===== config.mk =====
export PLATFORM = sky130hd
export DESIGN_NAME = vga_sync_generator
export DESIGN_NICKNAME = d
export VERILOG_FILES = /design/src/rtl/vga_sync_generator.sv
export SDC_FILE = /design/constraint.sdc
export NUM_CORES = 1
export LEC_CHECK = 0
export ABC_AREA = 1
export CORE_MARGIN = 3
export CORE_UTILIZATION = 40
export CTS_BUF_LIST = sky130_fd_sc_hd__clkbuf_16
export CTS_CLUSTER_SIZE = 12
export DETAILED_ROUTE_END_ITERATION = 10
export PLACE_DENSITY_LB_ADDON = 0.08
export SYNTH_ARGS = -nofsm -noshare
export SYNTH_HDL_FRONTEND = slang
export SYNTH_SLANG_ARGS = --single-unit

===== constraint.sdc =====
create_clock -name clk_div -period 4.5 [get_ports clk_div]
set_clock_uncertainty 0.05 [all_clocks]
set_input_delay 0.9 -clock clk_div [delete_from_list [all_inputs] [get_ports clk_div]]
set_output_delay 0.9 -clock clk_div [all_outputs]
set_load 0.02 [all_outputs]

===== src/rtl/vga_sync_generator.sv =====
// Registered VGA sync/region decoder behind the h/v counters: two-stage pipeline plus vertical-region FSM.
// Optional feature macro VGA_FRAME_COUNT_EN builds an 8-bit frame counter; otherwise frame_count is 0.
module vga_sync_generator #(
    parameter int H_ACTIVE = 640,
    parameter int H_FP     = 16,
    parameter int H_SYNC   = 96,
    parameter int H_BP     = 48,
    parameter int V_ACTIVE = 480,
    parameter int V_FP     = 10,
    parameter int V_SYNC   = 2,
    parameter int V_BP     = 33,
    parameter bit SYNC_POL = 1'b0
) (
    input  logic        clk_div,
    input  logic        rst_n,
    input  logic [15:0] horizontal_count,
    input  logic [15:0] vertical_count,
    output logic        hsync,
    output logic        vsync,
    output logic        video_on,
    output logic [9:0]  pixel_x,
    output logic [9:0]  pixel_y,
    output logic        line_start,
    output logic        frame_start,
    output logic [1:0]  v_state,
    output logic        count_error,
    output logic [7:0]  frame_count
);
    localparam logic [15:0] H_TOTAL      = 16'(H_ACTIVE + H_FP + H_SYNC + H_BP);
    localparam logic [15:0] H_VIS        = 16'(H_ACTIVE);
    localparam logic [15:0] H_SYNC_START = 16'(H_ACTIVE + H_FP);
    localparam logic [15:0] H_SYNC_END   = 16'(H_ACTIVE + H_FP + H_SYNC);
    localparam logic [15:0] V_TOTAL      = 16'(V_ACTIVE + V_FP + V_SYNC + V_BP);
    localparam logic [15:0] V_VIS        = 16'(V_ACTIVE);
    localparam logic [15:0] V_SYNC_START = 16'(V_ACTIVE + V_FP);
    localparam logic [15:0] V_SYNC_END   = 16'(V_ACTIVE + V_FP + V_SYNC);

    typedef enum logic [1:0] {
        ST_ACTIVE = 2'd0,
        ST_FRONT  = 2'd1,
        ST_SYNC   = 2'd2,
        ST_BACK   = 2'd3
    } vstate_t;

    function automatic vstate_t region_of(input logic [15:0] v);
        vstate_t s;
        if (v < V_VIS)             s = ST_ACTIVE;
        else if (v < V_SYNC_START) s = ST_FRONT;
        else if (v < V_SYNC_END)   s = ST_SYNC;
        else                       s = ST_BACK;
        return s;
    endfunction

    function automatic vstate_t region_after(input vstate_t s);
        vstate_t n;
        case (s)
            ST_ACTIVE: n = ST_FRONT;
            ST_FRONT:  n = ST_SYNC;
            ST_SYNC:   n = ST_BACK;
            default:   n = ST_ACTIVE;
        endcase
        return n;
    endfunction

    // Stage-1 decode of the raw counts
    logic       w_oor, w_hs_on, w_vs_on, w_vid, w_line, w_frame;
    logic [9:0] w_px, w_py;

    assign w_oor   = (horizontal_count >= H_TOTAL) || (vertical_count >= V_TOTAL);
    assign w_hs_on = !w_oor && (horizontal_count >= H_SYNC_START) && (horizontal_count < H_SYNC_END);
    assign w_vs_on = !w_oor && (vertical_count >= V_SYNC_START) && (vertical_count < V_SYNC_END);
    assign w_vid   = !w_oor && (horizontal_count < H_VIS) && (vertical_count < V_VIS);
    assign w_line  = !w_oor && (horizontal_count == '0) && (vertical_count < V_VIS);
    assign w_frame = !w_oor && (horizontal_count == '0) && (vertical_count == '0);
    assign w_px    = w_vid ? horizontal_count[9:0] : '0;
    assign w_py    = w_vid ? vertical_count[9:0] : '0;

    logic        r_oor, r_hs_on, r_vs_on, r_vid, r_line, r_frame;
    logic [9:0]  r_px, r_py;
    logic [15:0] r_v, r_v_prev;
    logic        r_synced;
    vstate_t     r_state;

    always_ff @(posedge clk_div or negedge rst_n) begin
        if (!rst_n) begin
            r_oor   <= 1'b0;
            r_hs_on <= 1'b0;
            r_vs_on <= 1'b0;
            r_vid   <= 1'b0;
            r_line  <= 1'b0;
            r_frame <= 1'b0;
            r_px    <= '0;
            r_py    <= '0;
            r_v     <= '0;
        end else begin
            r_oor   <= w_oor;
            r_hs_on <= w_hs_on;
            r_vs_on <= w_vs_on;
            r_vid   <= w_vid;
            r_line  <= w_line;
            r_frame <= w_frame;
            r_px    <= w_px;
            r_py    <= w_py;
            r_v     <= vertical_count;
        end
    end

    // Vertical FSM: the previous v only tracks in-range counts, so an out-of-range burst is not a jump
    vstate_t w_state_next;
    vstate_t w_region;
    logic    w_v_step, w_v_changed, w_err;

    assign w_region = region_of(r_v);
    assign w_v_step = (r_v == r_v_prev + 16'd1) || ((r_v_prev == V_TOTAL - 16'd1) && (r_v == '0));

    always_comb begin
        w_state_next = r_state;
        w_v_changed  = 1'b0;
        w_err        = 1'b0;
        if (r_oor) begin
            w_err = 1'b1;
        end else if (r_v != r_v_prev) begin
            w_v_changed  = 1'b1;
            w_state_next = w_region;
            // The first line change after reset resyncs silently
            if (r_synced && !(w_v_step && ((w_region == r_state) || (w_region == region_after(r_state)))))
                w_err = 1'b1;
        end
    end

    always_ff @(posedge clk_div or negedge rst_n) begin
        if (!rst_n) begin
            r_state  <= ST_ACTIVE;
            r_v_prev <= '0;
            r_synced <= 1'b0;
        end else begin
            r_state <= w_state_next;
            if (!r_oor)
                r_v_prev <= r_v;
            if (w_v_changed)
                r_synced <= 1'b1;
        end
    end

    always_ff @(posedge clk_div or negedge rst_n) begin
        if (!rst_n) begin
            hsync       <= ~SYNC_POL;
            vsync       <= ~SYNC_POL;
            video_on    <= 1'b0;
            pixel_x     <= '0;
            pixel_y     <= '0;
            line_start  <= 1'b0;
            frame_start <= 1'b0;
            count_error <= 1'b0;
        end else begin
            hsync       <= r_hs_on ? SYNC_POL : ~SYNC_POL;
            vsync       <= r_vs_on ? SYNC_POL : ~SYNC_POL;
            video_on    <= r_vid;
            pixel_x     <= r_px;
            pixel_y     <= r_py;
            line_start  <= r_line;
            frame_start <= r_frame;
            count_error <= w_err;
        end
    end

    assign v_state = r_state;

`ifdef VGA_FRAME_COUNT_EN
    logic [7:0] r_frame_count;

    always_ff @(posedge clk_div or negedge rst_n) begin
        if (!rst_n)
            r_frame_count <= '0;
        else if (r_frame)
            r_frame_count <= r_frame_count + 8'd1;
    end

    assign frame_count = r_frame_count;
`else
    assign frame_count = 8'd0;
`endif

endmodule


======== After elaboration in Yosys (flattened, before gate mapping) ========
Cells that the tools add are included.
word-level totals
  bits in registers ....................... 87
  bits of input ports ..................... 34
  logic and storage cells ................. 77
  output and inout bits ................... 36
operators by class
  bitwise gates (word level) .............. 1
  $lt $le $gt $ge ......................... 11
  mux-type cells .......................... 15
  equal/unequal tests ..................... 7
  reduce and logical (&&, ||, !) cells .... 22
  $add $sub $neg .......................... 1
operator list
  cell                   count
  $lt 16x9->1 const B    5
  $ge 16x10->1 const B   3
  $logic_not 16->1       3
  $lt 16x10->1 const B   2
  $mux 10                2
  $add 16x1->16 const B  1
  $eq 16x10->1 const B   1
  $eq 16x16->1           1
  $ge 16x9->1 const B    1
  $ne 16x16->1           1
  $logic_and 1x1->1      12
  $mux 1                 8
  $mux 2                 4
  $pmux 2 s3             1
  $eq 2x2->1             2
  $logic_or 1x1->1       3
  $eq 2x1->1 const B     1
  $eq 2x2->1 const B     1
  $logic_not 1->1        2
  $logic_not 2->1        1
  $reduce_and 2->1       1
  $not 1->1              1

======== Logic depth before layout (Yosys ltp) ========
Gate-level depths: netlist of the first run.
  depth after elaboration ................. 12
  gate-level depth with buffers ........... 15
  depth with buffers taken out ............ 15

======== Worst setup path before layout of the first run ========
No wires, ideal clock.
  path kind ............................... input -> register
  start point ............................. in vertical_count[12]
  end point ............................... reg r_px[8]
  required time ........................... 4.378 ns
  stages .................................. 8
  slack ................................... 2.527 ns
  buffers on the path ..................... 1
  arrival time ............................ 1.852 ns
  library setup time ...................... 0.072 ns
  cells stage by stage .................... nor4_1 > nand2_1 > nor2_1 > nand2_1 > nor2_2 > inv_2 > buf_2 > nor2_1
between the ends
  word-level cells in the longest chain between the ends .. 6
  elaborated cells between the ends (all ways) .. 7
  those cells by class .................... order compare: 2; mux: 1; reduce/logical: 4
ends and longest elaborated chain
  element               RTL line  text
  start, declared       17        input logic [15:0] vertical_count,
  $ge 16x10->1          69        assign w_oor = (horizontal_count >= H_TOTAL) || (vertical_count >= V_TOTAL);
  $logic_or 1x1->1      69
  $logic_not 1->1       72        assign w_vid = !w_oor && (horizontal_count < H_VIS) && (vertical_count < V_VIS);
  $logic_and 1x1->1     72
  $logic_and 1x1->1 *   72
  named net w_vid       66        logic w_oor, w_hs_on, w_vs_on, w_vid, w_line, w_frame;
  $mux 10 *             75        assign w_px = w_vid ? horizontal_count[9:0] : '0;
  named net w_px[8]     67        logic [9:0] w_px, w_py;
  end signal, assigned  102       r_px <= w_px;
  end, declared         79        logic [9:0] r_px, r_py;
Mark *: on every way through the listed nets, which the timed path passes. The rest lies on a longest branch.
A chain may end at the register's enable or synchronous reset.

======== Worst setup path in the final report of the first run ========
  start point ............................. reg vsync
  end point ............................... out vsync
RTL lines
  element                 RTL line  text
  start, declared         19        output logic vsync,
  start signal, assigned  148       vsync <= ~SYNC_POL;
  start signal, assigned  157       vsync <= r_vs_on ? SYNC_POL : ~SYNC_POL;
No word-level cell between the ends.

==> results.sh, run 1 <==
export IMPL_syn_inst=430
export IMPL_cp_top_family="buffers and inverters"
export IMPL_num_antenna_cells=0
export IMPL_cts_num_sinks=87
export IMPL_routed_via_density=4.51
export IMPL_switching_power_w=0.000390
export IMPL_wl_met1_um=3620
export IMPL_yosysSeqAreaShare_pct=57.5
export IMPL_critPathKind="flip-flop to output port"
export IMPL_fin_nets=535
export IMPL_cts_buffers=9
export IMPL_drv_slew=0
export IMPL_port_buffers=61
export IMPL_arrival_ns=1.47
export IMPL_hold_viol=0
export IMPL_clock_power_share_pct=45.7
export IMPL_endpoint_kind="output port"
export IMPL_clockBufferDepth=2
export IMPL_yosysWarnings=0
export IMPL_hold_buffers=0
export IMPL_fmax_mhz=413
export IMPL_layout_commonest_cell="nand2_1"
export IMPL_highest_layer="met4"
export IMPL_dp_slack_ns=1.92
export IMPL_wl_per_cell_um=13.2
export IMPL_track_usage_pct=17.4
export IMPL_slowest_delay_ns=0.60
export IMPL_status="finished, final reports clean"
export IMPL_cts_tree="built"
export IMPL_relSlewSlack_pct=43.6
export IMPL_die_y_um=103
export IMPL_crit_chain="clkdlybuf4s50_1"
export IMPL_final_cell_mix="115 x nand2_1, 85 x dfrtp_1, 60 x clkdlybuf4s50_1"
export IMPL_wl_um=8310
export IMPL_p_leak_nw=2.31
export IMPL_nFillCells=810
export IMPL_hold_class="flip-flop to flip-flop"
export IMPL_syn_cell_area_um2=3790
export IMPL_setup_viol=0
export IMPL_grt_max_degree=62
export IMPL_start_kind="flip-flop"
export IMPL_syn_avg_cell_area_um2=8.82
export IMPL_fin_tns_setup_ns=0
export IMPL_antenna_found_initial=0
export IMPL_clock_latency_ns=0.34
export IMPL_critPathMaxFanout=1
export IMPL_drv_cap=0
export IMPL_rsz0062_at_grt="false"
export IMPL_comb_power_share_pct=6.1
export IMPL_timing_final_crit_share_pct=53.8
export IMPL_ir_worst_vdd_uv=216
export IMPL_ys_top_cells_by_area="dfrtp_1 56%, nand2_1 11%, nor2_1 5.7%, inv_1 5.4%, nand3_1 2.8%"
export IMPL_pin_count=70
export IMPL_drive_gt1_share_pct=6.37
export IMPL_ant_nets=0
export IMPL_rows=34
export IMPL_synth_distinct_cells=29
export IMPL_dp_hpwl_um=6260
export IMPL_drc=0
export IMPL_cts_root_buffer="clkbuf_16"
export IMPL_initial_core_util_pct=42.3
export IMPL_num_vias=2834
export IMPL_die_area_um2=10700
export IMPL_h_tree_depth=3
export IMPL_grt_pass1_vias=2852
export IMPL_ys_ff_latch=87
export IMPL_cp_required_ns=3.55
export IMPL_swShare_pct=23.5
export IMPL_die_x_um=103
export IMPL_cts_setup_buffers=0
export IMPL_grt_ovfl_total=0
export IMPL_powerDensity_nw_per_um2=345
export IMPL_seqPwrFrac_pct=48.2
export IMPL_core_um2=8980
export IMPL_placedCellCount=612
export IMPL_area_delta_synth_final_pct=26.8
export IMPL_cts_resized_gates=0
export IMPL_min_period_ns=2.42
export IMPL_cpMaxStageDelayCell="clkdlybuf4s50_1"
export IMPL_p_int_w=0.00127
export IMPL_met2WireLength_um=3990
export IMPL_stdcell_count=628
export IMPL_worstPathBufferInverterCount=1
export IMPL_yosysTopAreaCellShare_pct=56.1
export IMPL_grt_pass1_wl_um=13900
export IMPL_wl_met3_um=532
export IMPL_clkTransAtPathRegs_ns=0.07
export IMPL_drtIter0Drc=97
export IMPL_synth_top_area_cell="dfrtp_1"
export IMPL_layout_setup_ws_ns=2.08
export IMPL_gp_congestion=0.912
export IMPL_worst_pin_slew_ns=0.846
export IMPL_drt_first_pass_iters=4
==> power groups by stage <==
| stage | clock (W) | combinational [W] | sequential, W |
|---|---|---|---|
| 3_3_place_gp | 0 | 0.000102 | 0.000814 |
| 3_5_place_dp | 0 | 0.000102 | 0.000814 |
| 6_report | 0.000759 | 0.000101 | 0.000800 |
| 2_1_floorplan | 0 | 0.0000465 | 0.000813 |
| 4_1_cts | 0.000780 | 0.000103 | 0.000799 |
| 5_1_grt | 0.000814 | 0.000115 | 0.000800 |
==> cell usage after synthesis, drive strengths merged <==
master  instances
a21oi           4
xor2           11
inv            56
o21bai          1
nor4            7
xnor2           7
clkbuf          3
nand4           9
dfrtp          85
and3            1
a21boi          1
conb            1
dfstp           2
nand3          23
nand2         119
nor3            6
ha              4
buf            11
o21ai          15
nor2           63
nand3b          1
==> state kept, by name, indices dropped and copies added, names as in the netlist <==
| register | flops |
|---|---|
| line_start | 1 |
| hsync | 1 |
| r_frame | 1 |
| r_v_prev | 16 |
| r_v | 16 |
| r_vid | 1 |
| vsync | 1 |
| pixel_y | 10 |
| r_hs_on | 1 |
| r_px | 10 |
| r_line | 1 |
| pixel_x | 10 |
| r_py | 10 |
| frame_start | 1 |
| r_oor | 1 |
| video_on | 1 |
| v_state | 2 |
| r_synced | 1 |
| count_error | 1 |
| r_vs_on | 1 |
==> kinds of logic (layout without fill, tap and decap cells) <==
family | Yosys count | after routing | share of synthesized area (%)
AO/OA/AOI/OAI | 21 | 21 | 2.90
XOR/XNOR | 18 | 18 | 4.16
adder cells (fa/ha/maj) | 4 | 4 | 1.32
buffers and inverters | 70 | 134 | 7.82
flip-flops | 87 | 87 | 57.5
other | 1 | 9 | 0.0988
AND/OR/NAND/NOR | 229 | 229 | 26.3
==> final cells by class <==
cell class,count,area (um2),share of cell area [%]
inverters,56,210,4.37
clock buffers,9,225,4.68
well taps,126,158,3.28
flip-flops and latches,87,2180,45.3
repair buffers,62,616,12.8
clock inverters,7,76.3,1.59
multi-input cells,281,1350,28.0
==> path summary, 6_finish.rpt <==
| path | startpoint | endpoint | slack [ns] | cells past startpoint |
|---|---|---|---|---|
| setup / recovery | vsync | vsync | 2.08 | 1 |
| min in group asynchronous | rst_n | pixel_y[9] | 0.58 | 1 |
| hold reg to reg | r_px[5] | pixel_x[5] | 0.30 | 0 |
| hold / removal | r_px[5] | pixel_x[5] | 0.30 | 0 |
| setup reg to reg | r_v_prev[0] | count_error | 2.59 | 15 |
| max in group asynchronous | rst_n | hsync | 2.94 | 2 |
==> layer usage <==
layer  GRT usage, %  vias up
met5              0        -
met4           6.37        0
met3           5.90       14
met2           28.3       67
met1           21.5     1309
li1               -     1444
==> per-stage QoR <==
stage	power (W)	instance area [um2]	hold WS, ns	util [%]
3_5_place_dp	0.000917	4510	0.286	50.3
6_report	0.00166	4810	0.297	53.6
5_1_grt	0.00173	4810	0.307	53.6
3_3_place_gp	0.000916	4510	0.281	50.3
2_1_floorplan	0.000859	3820	0.281	-
4_1_cts	0.00168	4810	0.301	53.6
Power figures use the tool's default switching activity.
==> run 2, diff against run 1 <==
Clock period 4.5 ns to 2.25 ns, I/O delays scaled along.
==> run 2 against run 1 <==
  * Clock power grew 96%
  * Power grew 99%
  * Sequential cell count is the same
  * Critical path type unchanged
  * Highest routed layer unchanged
==> results.sh, run 2 (synthesized netlist as in run 1, its figures left out) <==
export IMPL_status="finished, final reports clean"
export IMPL_num_vias=2852
export IMPL_timing_final_crit_share_pct=86.5
export IMPL_cts_num_sinks=87
export IMPL_grt_ovfl_total=0
export IMPL_grt_pass1_vias=2917
export IMPL_port_buffers=61
export IMPL_antenna_found_initial=0
export IMPL_pin_count=70
export IMPL_drtIter0Drc=111
export IMPL_p_int_w=0.00254
export IMPL_die_y_um=103
export IMPL_drv_slew=0
export IMPL_multiInputGateArea_um2=1350
export IMPL_gp_congestion=0.892
export IMPL_drc=0
export IMPL_routed_via_density=4.52
export IMPL_clkTransAtPathRegs_ns=0.06
export IMPL_critPathKind="flip-flop to output port"
export IMPL_post_route_util_pct=54.0
export IMPL_num_antenna_cells=0
export IMPL_initial_core_util_pct=42.3
export IMPL_min_period_ns=1.95
export IMPL_arrival_ns=1.45
export IMPL_cp_top_family="buffers and inverters"
export IMPL_cts_resized_gates=0
export IMPL_hold_viol=0
export IMPL_fin_nets=538
export IMPL_nFillCells=806
export IMPL_setup_viol=0
export IMPL_powerDensity_nw_per_um2=681
export IMPL_cts_tree="built"
export IMPL_clock_power_share_pct=45.2
export IMPL_ant_nets=0
export IMPL_critPathMaxFanout=1
export IMPL_layout_commonest_cell="nand2_1"
export IMPL_drv_cap=0
export IMPL_rsz0062_at_grt="false"
export IMPL_fmax_mhz=514
export IMPL_holdWs_ns=0.296
export IMPL_dp_hpwl_um=6350
export IMPL_seqPwrFrac_pct=48.5
export IMPL_start_kind="flip-flop"
export IMPL_top_regs="r_v (16), r_v_prev (16)"
export IMPL_grt_max_degree=46
export IMPL_cts_root_buffer="clkbuf_16"
export IMPL_die_x_um=103
export IMPL_swShare_pct=23.2
export IMPL_worstPathBufferInverterCount=1
export IMPL_crit_chain="clkdlybuf4s50_1"
export IMPL_fin_tns_setup_ns=0
export IMPL_wl_per_cell_um=13.0
export IMPL_h_tree_depth=3
export IMPL_area_delta_synth_final_pct=27.7
export IMPL_endpoint_kind="output port"
export IMPL_regArea_um2=2180
export IMPL_total_power_w=0.00330
export IMPL_comb_power_share_pct=6.3
export IMPL_cp_required_ns=1.75
export IMPL_drt_first_pass_iters=4
export IMPL_switching_power_w=0.000764
export IMPL_ir_worst_vdd_uv=465
export IMPL_clock_latency_ns=0.33
export IMPL_cpMaxStageDelayCell="clkdlybuf4s50_1"
export IMPL_die_area_um2=10700
export IMPL_cts_buffers=9
export IMPL_final_cell_mix="115 x nand2_1, 85 x dfrtp_1, 60 x clkdlybuf4s50_1"
export IMPL_hold_buffers=1
export IMPL_rows=34
export IMPL_core_um2=8980
export IMPL_cts_setup_buffers=0
export IMPL_track_usage_pct=17.2
export IMPL_p_leak_nw=2.32
export IMPL_grt_pass1_wl_um=13900
export IMPL_hold_class="flip-flop to flip-flop"
export IMPL_drive_gt1_share_pct=6.53
export IMPL_clockBufferDepth=2
export IMPL_wl_um=8200
export IMPL_slowest_delay_ns=0.59
run 2: stage by stage:
| stage | cell area, um2 | std cells | worst slack [ns] |
|---|---|---|---|
| floorplan | 3820 | 438 | 0.601 |
| global placement | 4540 | 614 | 0.200 |
| detailed placement | 4540 | 614 | 0.0527 |
| CTS | 4850 | 631 | 0.288 |
| global route | 4850 | 631 | 0.0647 |
| finish | 4850 | 631 | 0.304 |
run 2: path summary, 6_finish.rpt:
check | slack (ns) | startpoint | cells past startpoint | endpoint
max | 0.30 | vsync | 1 | vsync
min | 0.30 | r_line | 0 | line_start
max reg2reg | 0.33 | r_v_prev[0] | 15 | count_error
min reg2reg | 0.30 | r_line | 0 | line_start
max in group asynchronous | 1.03 | rst_n | 3 | vsync
min in group asynchronous | 0.48 | rst_n | 2 | pixel_y[9]
run 2: layout make-up:
cell class                      count  share of cell area, %
Sequential cell                    87                   45.0
Multi-Input combinational cell    281                   27.8
Timing Repair Buffer               65                   13.5
Clock buffer                        9                   4.65
Inverter                           56                   4.34
Tap cell                          126                   3.25
Clock inverter                      7                   1.50
run 2: power groups by stage:
stage | clock network (W) | registers (W) | logic [W]
2_1_floorplan | 0 | 0.00163 | 0.0000931
3_3_place_gp | 0 | 0.00163 | 0.000207
3_5_place_dp | 0 | 0.00163 | 0.000209
4_1_cts | 0.00151 | 0.00160 | 0.000211
5_1_grt | 0.00159 | 0.00160 | 0.000235
6_report | 0.00149 | 0.00160 | 0.000206
run 2: layer usage:
layer	global-route usage, %	up-vias	part of all wire (%)
met4	7.37	0	1.8
li1	-	1460	-
met2	27.9	60	48
met5	0	-	0
met1	21.8	1321	46
met3	4.23	11	4.7
==> run 3, diff against run 2 <==
--- a/config.mk
+++ b/config.mk
@@ -13,2 +13,3 @@
 export DETAILED_ROUTE_END_ITERATION = 10
+export GPL_ROUTABILITY_DRIVEN = 0
 export PLACE_DENSITY_LB_ADDON = 0.08
--- a/constraint.sdc
+++ b/constraint.sdc
@@ -4,2 +4,2 @@
 set_output_delay 0.45 -clock clk_div [all_outputs]
-set_load 0.02 [all_outputs]
+set_load 0.005 [all_outputs]
==> run 3 against run 2 <==
  * Die area unchanged
  * Worst setup slack improved by 0.00090 ns
  * Final cell count is the same
  * Core utilization decreased by 0.26 points
  * Sequential share of layout area increased by 0.22 points
  * Non-clock buffer count unchanged
  * Clock-buffer cell count unchanged
  * Global-route usage shrank 0.30 points
  * Power shrank 4.3%
  * Combinational power fell by 4%
  * Critical endpoint is now count_error
  * Highest routed layer unchanged
==> results.sh, run 3 (synthesized netlist as in run 1, its figures left out) <==
export IMPL_cpMaxStageDelayCell="dfrtp_1"
export IMPL_p_leak_nw=2.31
export IMPL_die_area_um2=10700
export IMPL_top_regs="r_v (16), r_v_prev (16)"
export IMPL_antenna_found_initial=0
export IMPL_port_buffers=61
export IMPL_ir_worst_vdd_uv=409
export IMPL_drt_first_pass_iters=4
export IMPL_layout_commonest_cell="nand2_1"
export IMPL_pin_count=70
export IMPL_cts_buffers=9
export IMPL_switching_power_w=0.000734
export IMPL_clkTransAtPathRegs_ns=0.07
export IMPL_drc=0
export IMPL_routed_via_density=4.54
export IMPL_num_vias=2865
export IMPL_hold_viol=0
export IMPL_start_kind="flip-flop"
export IMPL_ant_nets=0
export IMPL_status="finished, final reports clean"
export IMPL_slowest_delay_ns=0.47
export IMPL_critPathMaxFanout=6
export IMPL_h_tree_depth=3
export IMPL_p_int_w=0.00242
export IMPL_comb_power_share_pct=6.2
export IMPL_clock_power_share_pct=43.1
export IMPL_swShare_pct=23.3
export IMPL_fmax_mhz=514
export IMPL_num_antenna_cells=0
export IMPL_grt_max_degree=41
export IMPL_worstPathBufferInverterCount=0
export IMPL_fin_tns_setup_ns=0
export IMPL_final_cell_mix="115 x nand2_1, 85 x dfrtp_1, 60 x clkdlybuf4s50_1"
export IMPL_cp_required_ns=2.41
export IMPL_critPathKind="flip-flop to flip-flop"
export IMPL_hold_class="flip-flop to flip-flop"
export IMPL_drtIter0Drc=146
export IMPL_core_um2=8980
export IMPL_cts_tree="built"
export IMPL_endpoint_kind="flip-flop"
export IMPL_initial_core_util_pct=42.3
export IMPL_cts_num_sinks=87
export IMPL_arrival_ns=2.10
export IMPL_cts_setup_buffers=0
export IMPL_drv_slew=0
export IMPL_die_x_um=103
export IMPL_die_y_um=103
export IMPL_rsz0062_at_grt="false"
export IMPL_track_usage_pct=16.9
export IMPL_holdWs_ns=0.297
export IMPL_timing_final_crit_share_pct=86.4
export IMPL_fin_nets=538
export IMPL_setup_viol=0
export IMPL_clockBufferDepth=2
export IMPL_wl_um=8200
export IMPL_cts_root_buffer="clkbuf_16"
export IMPL_grt_pass1_wl_um=13800
export IMPL_grt_pass1_vias=2866
export IMPL_wl_per_cell_um=13.0
export IMPL_dp_hpwl_um=6230
export IMPL_crit_top_cell="nand2_1"
export IMPL_drive_gt1_share_pct=6.53
export IMPL_cp_top_family="simple AND/OR/NAND/NOR gates"
export IMPL_drv_cap=0
export IMPL_seqPwrFrac_pct=50.7
export IMPL_clock_latency_ns=0.33
export IMPL_powerDensity_nw_per_um2=655
export IMPL_min_period_ns=1.94
export IMPL_area_delta_synth_final_pct=27.1
export IMPL_rows=34
export IMPL_grt_ovfl_total=0
export IMPL_crit_chain="ha_1 > nand3_2 > nor2_4 > nand3_1 > nand2_1 > nand2_1 > nor2_1 > nand2_1 > nor2_1 > nand2_1 > nand2_1 > nand2_1 > nand2_1 > nand2_1"
export IMPL_nFillCells=824
## run 3: cell count changes in the layout (fill, tap and decap cells not counted)
cell / change
bufinv_16: -1
clkinv_2: +1
clkinvlp_4: -1
clkinv_4: +1
## run 3: metal layers
layer  wire length, um  GRT usage, %  part of all wire (%)  up-vias
li1                  -             -                     -     1456
met1              3680          21.5                    45     1342
met2              3990          27.6                    49       52
met3               364          4.36                   4.4       15
met4               161          6.47                   2.0        0
met5                 0             0                     0        -
## run 3: final timing paths
path                             start  slack (ns)  cells past startpoint          end
setup / recovery           r_v_prev[1]        0.31                     14  count_error
hold / removal                   r_vid        0.30                      0     video_on
setup reg to reg           r_v_prev[1]        0.31                     14  count_error
hold reg to reg                  r_vid        0.30                      0     video_on
max in group asynchronous        rst_n        0.95                      3        vsync
min in group asynchronous        rst_n        0.53                      2   pixel_y[9]
## run 3: final cells by class
cell class	count	area (um2)	area share [%]
sequential	87	2180	45.2
tap	126	158	3.27
clock inverter	7	48.8	1.01
timing repair buffer	65	653	13.5
inverter	56	210	4.36
multi-input combinational	281	1350	27.9
clock buffer	9	225	4.67
## run 3: per-stage QoR
step                total power [W]  worst slack, ns  utilization, %  instance area (um2)  std cells
detailed placement          0.00183            0.124            50.6                 4540        614
floorplan                   0.00171            0.601               -                 3820        438
finish                      0.00316            0.305            53.7                 4820        631
global placement            0.00183            0.198            50.6                 4540        614
global route                0.00330           0.0476            53.7                 4820        631
CTS                         0.00319            0.318            53.7                 4820        631
## run 3: what timing repair did
action                                 4_1_cts  5_1_grt
gates resized for setup                      0        0
endpoints found under the hold margin       14        0
hold buffers                                 1        0
## run 3: power groups by stage
stage	Clock (W)	Combinational (W)	Sequential, W
finish	0.00136	0.000197	0.00160
global route	0.00148	0.000224	0.00160
CTS	0.00139	0.000201	0.00160
detailed placement	0	0.000198	0.00163
global placement	0	0.000197	0.00163
floorplan	0	0.0000839	0.00162
